File: src/rtl/cmp_minmax_scheduler_if.sv
// cmp_minmax_scheduler_if: sample stream in, frame min/max/count results out.
interface cmp_minmax_scheduler_if #(parameter int N = 4, parameter int CNT_W = 8);
    logic             in_valid;
    logic             in_ready;
    logic [N-1:0]     in_data;
    logic             in_last;
    logic             done;
    logic [N-1:0]     res_max;
    logic [N-1:0]     res_min;
    logic [CNT_W-1:0] res_count;
    modport master (output in_valid, in_data, in_last,
                    input  in_ready, done, res_max, res_min, res_count);
    modport slave  (input  in_valid, in_data, in_last,
                    output in_ready, done, res_max, res_min, res_count);
endinterface

File: src/rtl/cmp_minmax_scheduler.sv
// cmp_minmax_scheduler: frame min/max finder sharing one magnitude comparator
// between the running-max and running-min updates.
module cmp_mag #(parameter int N = 4) (
    input  logic [N-1:0] a,
    input  logic [N-1:0] b,
    output logic         lt,
    output logic         gt,
    output logic         eq
);
    assign lt = a < b;
    assign gt = a > b;
    assign eq = a == b;
endmodule

module cmp_minmax_scheduler #(parameter int N = 4, parameter int CNT_W = 8) (
    input  logic                  clk,
    input  logic                  rst,
    cmp_minmax_scheduler_if.slave bus
);
    typedef enum logic [1:0] {ACCEPT, CMP_MAX, CMP_MIN, DONE} state_t;

    state_t           state_q, state_d;
    logic [N-1:0]     sample_q, sample_d;
    logic             last_q, last_d;
    logic             first_q, first_d;
    logic [N-1:0]     work_max_q, work_max_d;
    logic [N-1:0]     work_min_q, work_min_d;
    logic [CNT_W-1:0] work_cnt_q, work_cnt_d;
    logic [N-1:0]     res_max_q, res_max_d;
    logic [N-1:0]     res_min_q, res_min_d;
    logic [CNT_W-1:0] res_count_q, res_count_d;
    logic             done_q, done_d;
    logic             cmp_lt, cmp_gt, cmp_eq;
    logic             xfer;

    // Single shared comparator: B selects the working max only in CMP_MAX.
    cmp_mag #(.N(N)) u_cmp (
        .a  (sample_q),
        .b  (state_q == CMP_MAX ? work_max_q : work_min_q),
        .lt (cmp_lt),
        .gt (cmp_gt),
        .eq (cmp_eq)
    );

    assign bus.in_ready  = state_q == ACCEPT;
    assign bus.done      = done_q;
    assign bus.res_max   = res_max_q;
    assign bus.res_min   = res_min_q;
    assign bus.res_count = res_count_q;
    assign xfer          = bus.in_valid & bus.in_ready;

    always_comb begin
        state_d     = state_q;
        sample_d    = sample_q;
        last_d      = last_q;
        first_d     = first_q;
        work_max_d  = work_max_q;
        work_min_d  = work_min_q;
        work_cnt_d  = work_cnt_q;
        res_max_d   = res_max_q;
        res_min_d   = res_min_q;
        res_count_d = res_count_q;
        done_d      = 1'b0;
        case (state_q)
            ACCEPT: if (xfer) begin
                if (first_q) begin
                    work_max_d = bus.in_data;
                    work_min_d = bus.in_data;
                    work_cnt_d = CNT_W'(1);
                    first_d    = 1'b0;
                    state_d    = bus.in_last ? DONE : ACCEPT;
                end else begin
                    sample_d   = bus.in_data;
                    last_d     = bus.in_last;
                    work_cnt_d = &work_cnt_q ? work_cnt_q : work_cnt_q + 1'b1;
                    state_d    = CMP_MAX;
                end
            end
            CMP_MAX: begin
                work_max_d = (cmp_gt & ~cmp_eq) ? sample_q : work_max_q;
                state_d    = CMP_MIN;
            end
            CMP_MIN: begin
                work_min_d = (cmp_lt & ~cmp_eq) ? sample_q : work_min_q;
                state_d    = last_q ? DONE : ACCEPT;
            end
            default: begin
                res_max_d   = work_max_q;
                res_min_d   = work_min_q;
                res_count_d = work_cnt_q;
                done_d      = 1'b1;
                first_d     = 1'b1;
                state_d     = ACCEPT;
            end
        endcase
    end

    always_ff @(posedge clk or posedge rst) begin
        if (rst) begin
            state_q     <= ACCEPT;
            sample_q    <= '0;
            last_q      <= 1'b0;
            first_q     <= 1'b1;
            work_max_q  <= '0;
            work_min_q  <= '0;
            work_cnt_q  <= '0;
            res_max_q   <= '0;
            res_min_q   <= '0;
            res_count_q <= '0;
            done_q      <= 1'b0;
        end else begin
            state_q     <= state_d;
            sample_q    <= sample_d;
            last_q      <= last_d;
            first_q     <= first_d;
            work_max_q  <= work_max_d;
            work_min_q  <= work_min_d;
            work_cnt_q  <= work_cnt_d;
            res_max_q   <= res_max_d;
            res_min_q   <= res_min_d;
            res_count_q <= res_count_d;
            done_q      <= done_d;
        end
    end
endmodule

File: src/flat_wrapper.sv
// flat-port wrapper written by rule: the top's interface ports become plain ports
module cmp_minmax_scheduler_flat 
#(parameter int N = 4, parameter int CNT_W = 8)
  (clk, rst, bus_in_valid, bus_in_data, bus_in_last, bus_in_ready, bus_done, bus_res_max, bus_res_min, bus_res_count);
  cmp_minmax_scheduler_if #(.N(N), .CNT_W(CNT_W)) bus_i ();
  input  logic clk;
  input  logic rst;
  input wire logic [$bits(bus_i.in_valid)-1:0] bus_in_valid;
  input wire logic [$bits(bus_i.in_data)-1:0] bus_in_data;
  input wire logic [$bits(bus_i.in_last)-1:0] bus_in_last;
  output wire logic [$bits(bus_i.in_ready)-1:0] bus_in_ready;
  output wire logic [$bits(bus_i.done)-1:0] bus_done;
  output wire logic [$bits(bus_i.res_max)-1:0] bus_res_max;
  output wire logic [$bits(bus_i.res_min)-1:0] bus_res_min;
  output wire logic [$bits(bus_i.res_count)-1:0] bus_res_count;
  assign bus_i.in_valid = bus_in_valid;
  assign bus_i.in_data = bus_in_data;
  assign bus_i.in_last = bus_in_last;
  assign bus_in_ready = bus_i.in_ready;
  assign bus_done = bus_i.done;
  assign bus_res_max = bus_i.res_max;
  assign bus_res_min = bus_i.res_min;
  assign bus_res_count = bus_i.res_count;
  cmp_minmax_scheduler #(.N(N), .CNT_W(CNT_W)) u_core (.clk(clk), .rst(rst), .bus(bus_i));
endmodule
File: config.mk
export PLATFORM = sky130hd
export DESIGN_NAME = cmp_minmax_scheduler_flat
export DESIGN_NICKNAME = d
export VERILOG_FILES = /design/src/rtl/cmp_minmax_scheduler_if.sv /design/src/rtl/cmp_minmax_scheduler.sv /design/src/flat_wrapper.sv
export SDC_FILE = /design/constraint.sdc
export NUM_CORES = 1
export LEC_CHECK = 0
export ABC_CLOCK_PERIOD_IN_PS = 4900
export CORE_MARGIN = 8
export CORE_UTILIZATION = 60
export CTS_BUF_LIST = sky130_fd_sc_hd__clkbuf_8
export CTS_CLUSTER_DIAMETER = 50
export DETAILED_ROUTE_END_ITERATION = 12
export PLACE_DENSITY = 0.86
export SYNTH_ARGS = -nofsm -noshare
export SYNTH_HDL_FRONTEND = slang
export SYNTH_SLANG_ARGS = --single-unit
export TNS_END_PERCENT = 30
File: constraint.sdc
create_clock -name clk -period 4.9 [get_ports clk]
set_clock_uncertainty 0.1 [all_clocks]
set_input_delay 0.735 -clock clk [delete_from_list [all_inputs] [get_ports clk]]
set_output_delay 0.735 -clock clk [all_outputs]
set_load 0.01 [all_outputs]
Yosys cells after proc, flatten, opt, wreduce, memory -nomap -nowiden
Index checks and enable logic that the tools add are counted.
{"block": "totals", "ff_bits": 41, "inputBits": 8, "out_inout_bits": 18, "elab_cells": 56}
{"block": "classes", "addsub": 1, "magnitude_cmp": 2, "n_eq_ne": 8, "muxes": 17, "bitwise": 6, "n_reduce_logical": 11}
{"op": "2-to-1 mux 4 bit", "n": 5}
{"op": "2-to-1 mux 8 bit", "n": 2}
{"op": "one-hot mux 4 bit (2 select lines)", "n": 2}
{"op": "adder 8 x 1 -> 8 bit (second input constant)", "n": 1}
{"op": "2-to-1 mux 2 bit", "n": 4}
{"op": "AND reduction 4 bit", "n": 2}
{"op": "AND reduction 8 bit", "n": 1}
{"op": "inequality test 2 bit (second input constant)", "n": 3}
{"op": "one-hot mux 2 bit (3 select lines)", "n": 1}
{"op": "AND reduction 3 bit", "n": 2}
{"op": "equality test 4 bit", "n": 1}
{"op": "greater-than comparator 4 bit", "n": 1}
{"op": "< comparator 4 bit", "n": 1}
{"op": "inequality test 2 x 1 -> 1 bit (second input constant)", "n": 2}
{"op": "nonzero test 2 bit", "n": 2}
{"op": "AND 1 bit", "n": 3}
{"op": "NOT 1 bit", "n": 3}
{"op": "OR reduction 3 bit", "n": 1}
{"op": "equality test 2 x 1 -> 1 bit (second input constant)", "n": 1}
{"op": "equality test 2 bit (second input constant)", "n": 1}
{"op": "logical NOT 2 bit", "n": 1}
{"op": "2-to-1 mux 1 bit", "n": 2}
{"op": "one-hot mux 1 bit (2 select lines)", "n": 1}
{"op": "AND reduction 2 bit", "n": 1}
{"op": "OR reduction 2 bit", "n": 1}

Longest topological paths before layout
{"block": "logic_depth", "ltp_word": 7, "mapped_depth": 9, "mapped_depth_nobuf": 8}

By module
Synthesis repeated with hierarchy kept, for this count alone.
{"block": "unflattened", "cells_unflattened": 188, "hier_area_um2": 2098.3}
{"module": "cmp_minmax_scheduler", "instances": 1, "cells_per_inst": 172, "area_per_inst_um2": 1969.4}
{"module": "cmp_mag", "instances": 1, "cells_per_inst": 16, "area_per_inst_um2": 128.9}

Worst setup path before layout
No wires, ideal clock.
{"block": "synth_timing", "path_type": "register to register", "from": "register u_core.state_q[1]", "to": "register u_core.work_min_q[0]", "setup_time_ps": 123, "arrival_ps": 2762, "required_ps": 4677, "path_slack_ps": 1915, "stages_incl_launch_ff": 10, "n_path_buf": 1, "period_less_slack_ps": 2985, "cell_sequence": "dfrtp_1 inv_1 ha_1 clkbuf_1 mux2_2 ha_1 and4_1 or3b_1 or3_4 o221a_1"}
{"block": "synth_via", "elab_chain_cells": 7}
{"item": "start, declared", "line_no": "cmp_minmax_scheduler.sv:22", "source": "state_t state_q, state_d;"}
{"item": "start signal, assigned", "line_no": "cmp_minmax_scheduler.sv:112", "source": "state_q <= state_d;"}
{"item": "branches (longest 7 deep; another with < comparator 4 bit)"}
{"item": "end signal, assigned", "line_no": "cmp_minmax_scheduler.sv:117", "source": "work_min_q <= work_min_d;"}
{"item": "end, declared", "line_no": "cmp_minmax_scheduler.sv:27", "source": "logic [N-1:0] work_min_q, work_min_d;"}
Several ways; the timed one is not identified.
A chain may end at the register's enable or synchronous reset.

Worst setup path after layout
{"block": "layout_timing", "from": "register u_core.state_q[1]", "to": "register u_core.work_min_q[3]"}
Same word-level chain as after synthesis.

==> metrics.log <==
INFO  metric status = completed
INFO  metric layout_worst_path_cycle_share = 0.632
INFO  metric worst-slew-pin-transition = 0.877 ns
INFO  metric main_flop_type_after_synthesis = dfrtp_1
INFO  metric path_clk_slew = 0.08 ns
INFO  metric power.share.combinational = 0.426
INFO  metric cts_resized = 0
INFO  metric netlist.top_cell.by_area = dfrtp_1
INFO  metric cap_violations = 0
INFO  metric critical_path.max_fanout = 12
INFO  metric setup_failing_eps_final = 0
INFO  metric synth_edf_count = 0
INFO  metric worst_case_vdd_ir_drop = 0.400 mV
INFO  metric worst_setup_path_start_kind = flip-flop
INFO  metric drt_pass1_iterations = 4
INFO  metric cts_made_buffers = 5
INFO  metric setup_crit_end_kind = flip-flop
INFO  metric intPower = 1050 uW
INFO  metric final_layout_size_suffix_gt1_frac = 0.247
INFO  metric setup_ws_post_layout = 1.80 ns
INFO  metric crit_path_top_delay_cell = ha_1
INFO  metric mapped_nets = 179
INFO  metric fp.dieArea = 0.00545 sq mm
INFO  metric clock_power_share = 0.200
INFO  metric drc_errors = 0
INFO  metric p_sw_frac = 0.335
INFO  metric die_h = 73.8 microns
INFO  metric timing.critical_path.arrival = 3.18 ns
INFO  metric netSwitchingPower = 530 uW
INFO  metric yosysWarningCount = 0
INFO  metric syn2layout_area_growth = 20.8%
INFO  metric hold_start = u_core.bus.res_count[1]
INFO  metric largest_stage_delay_on_the_critical_path = 0.48 ns
INFO  metric hold_viol = 0
INFO  metric dp_hpwl = 2820 microns
INFO  metric cts-htree-levels = 2
INFO  metric ys_ff_latch = 41
INFO  metric finish.net_count = 206
INFO  metric final_cell_mix = 40 x dfrtp_1, 30 x mux2_2, 25 x clkdlybuf4s50_1
INFO  metric grt_start_max_net_pins = 42
INFO  metric netlist-cell-type-count = 38
INFO  metric portBuffers = 25
INFO  metric synth.cell_area = 0.00201 sq mm
INFO  metric std_cell_rows = 21
INFO  metric detailedRoute.firstIterationViolations = 76
INFO  metric pwr-share-seq = 0.374
INFO  metric synth_top_area_share = 0.499
INFO  metric synth_top_cells_by_area = dfrtp_1 50%, mux2_2 17%, ha_1 5.6%, o221a_1 2.2%, mux2i_1 2.0%
INFO  metric placeableCoreArea = 0.00328 sq mm
INFO  metric ys_async_sr_fraction = 1.00
INFO  metric fin_setup_tns = 0 ns
INFO  metric post_drt_via_cell_ratio = 5.72
INFO  metric grt_pass1_vias = 1,399
INFO  metric synth_seq_area_share = 0.512
INFO  metric cpMostUsedCell = ha_1
INFO  metric post_synth_inst_count = 162
INFO  metric final_max_slew_viol_count = 0
INFO  metric die_width = 73.8 microns
INFO  metric cts_setup_buffers = 0
INFO  metric insertedDiodeCount = 0
INFO  metric cts.path.max_buffers = 2
INFO  metric worstHoldPathType = reg2reg
INFO  metric start_util = 0.611
INFO  metric leakagePower = 0.00106 uW
INFO  metric pwr_density_cell = 653 mW/mm^2
INFO  metric cts_root_buf = clkbuf_8
INFO  metric timing_worst_setup_path_type = reg2reg
INFO  metric max_freq = 323 MHz
INFO  metric post_drt_wl_per_cell = 16.6 microns
INFO  metric final_period_minus_worst_setup_slack = 3.10 ns
INFO  metric crit_path_cell_trace = inv_1, ha_1, mux2_2, ha_1, and4_1, or3b_1, or3_4, o221a_1
INFO  metric setup.worst_path.start = u_core.state_q[1]
INFO  metric rsz0062_at_grt = no
INFO  metric grt_use_total = 0.158
INFO  metric ant_nets = 0
INFO  metric cts_sinks = 41
INFO  metric worst_path_required = 4.98 ns
INFO  metric globalRoute.totalOverflow = 0
INFO  metric synth_area_per_cell = 12.4 sq um
INFO  metric routed-via-count = 1,350
INFO  metric place.gp.congestion = 0.867
INFO  metric number_of_antenna_violations_at_the_first_check_in_global_routing = 0
INFO  metric clock_latency = 0.29 ns
INFO  metric max_slew_margin = 0.415
INFO  metric timing.rr.start = u_core.state_q[1]
INFO  metric final_common_cell = dfrtp_1
INFO  metric floorplan.io_pins = 26
INFO  metric power = 1580 uW
INFO  metric dpl_worst_slack = 1.82 ns
INFO  metric wirelength = 3910 microns
INFO  metric grt_pass1_wl = 6520 microns
INFO  metric cts_tree = done
INFO  metric holdBufCountCts = 0
==> path summary, 6_finish.rpt <==
path / slack [ns] / to / cells past startpoint
worst max-delay path: 1.80 / u_core.work_min_q[3] / 8
max in group asynchronous: 3.58 / u_core.first_q / 3
worst min register to register: 0.41 / u_core.bus.res_count[1] / 1
worst min-delay path: 0.41 / u_core.bus.res_count[1] / 1
min in group asynchronous: 0.76 / u_core.bus.res_count[5] / 3
worst max register to register: 1.80 / u_core.work_min_q[3] / 8
==> sequential cells by signal, summed over array words and instances, names as in the netlist <==
| name | cells |
|---|---|
| u_core.bus.res_count | 8 |
| u_core.work_cnt_q | 8 |
| u_core.first_q | 1 |
| u_core.bus.res_min | 4 |
| u_core.work_max_q | 4 |
| u_core.work_min_q | 4 |
| u_core.state_q | 2 |
| u_core.bus.done | 1 |
| u_core.last_q | 1 |
| u_core.sample_q | 4 |
| u_core.bus.res_max | 4 |
==> metrics by stage <==
step	std cells	area (sq um)	util	hold WS, ns
finish	236	2420	0.738	0.411
global placement	228	2290	0.697	0.389
floorplan	162	2010	-	0.384
global route	236	2420	0.738	0.432
detailed placement	228	2290	0.697	0.395
CTS	236	2420	0.738	0.413
==> metal layers <==
metal | share of wire | vias up | global-route usage
li1 | - | 646 | -
met1 | 0.42 | 670 | 0.169
met2 | 0.51 | 24 | 0.274
met3 | 0.046 | 10 | 0.0614
met4 | 0.018 | 0 | 0.0599
met5 | 0 | - | 0
==> Yosys cell counts (3+ instances only) <==
library cell / count
ha_1: 9
nand2_1: 6
nand2b_1: 3
a21oi_1: 5
nor2_1: 5
inv_1: 6
mux2_2: 30
or2_2: 5
o21ai_0: 8
o221a_1: 4
mux2i_1: 4
clkbuf_1: 3
dfrtp_1: 40
==> critical path: cells and delay by family, from the launching register on <==
kind	cells	cell delay, ns
AND/OR/NAND/NOR	3	0.97
adder cells (fa/ha/maj)	2	0.75
flip-flops	1	0.43
multiplexers	1	0.39
AO/OA/AOI/OAI	1	0.25
buffers and inverters	1	0.10
==> power by group through the flow <==
| stage | Sequential, uW | Combinational [uW] | Clock, uW |
|---|---|---|---|
| 6_report | 592 | 675 | 317 |
| 3_3_place_gp | 585 | 639 | 0 |
| 4_1_cts | 590 | 682 | 327 |
| 2_1_floorplan | 579 | 459 | 0 |
| 5_1_grt | 611 | 731 | 339 |
| 3_5_place_dp | 594 | 679 | 0 |
==> layout make-up <==
class | count | area [sq um]
clock buffer | 5 | 68.8
inverter | 6 | 22.5
sequential | 41 | 1030
multi-input combinational | 109 | 925
tap | 46 | 57.6
clock inverter | 3 | 65.1
fill | 207 | 861
timing repair buffer | 26 | 258
==> logic make-up after synthesis <==
group | share of synthesized area
compound gates | 0.104
xor+xnor | 0.00874
fa+ha+maj | 0.0561
buf+inv | 0.0268
flops | 0.512
mux | 0.188
simple gates | 0.104
Power figures use the tool's default switching activity.
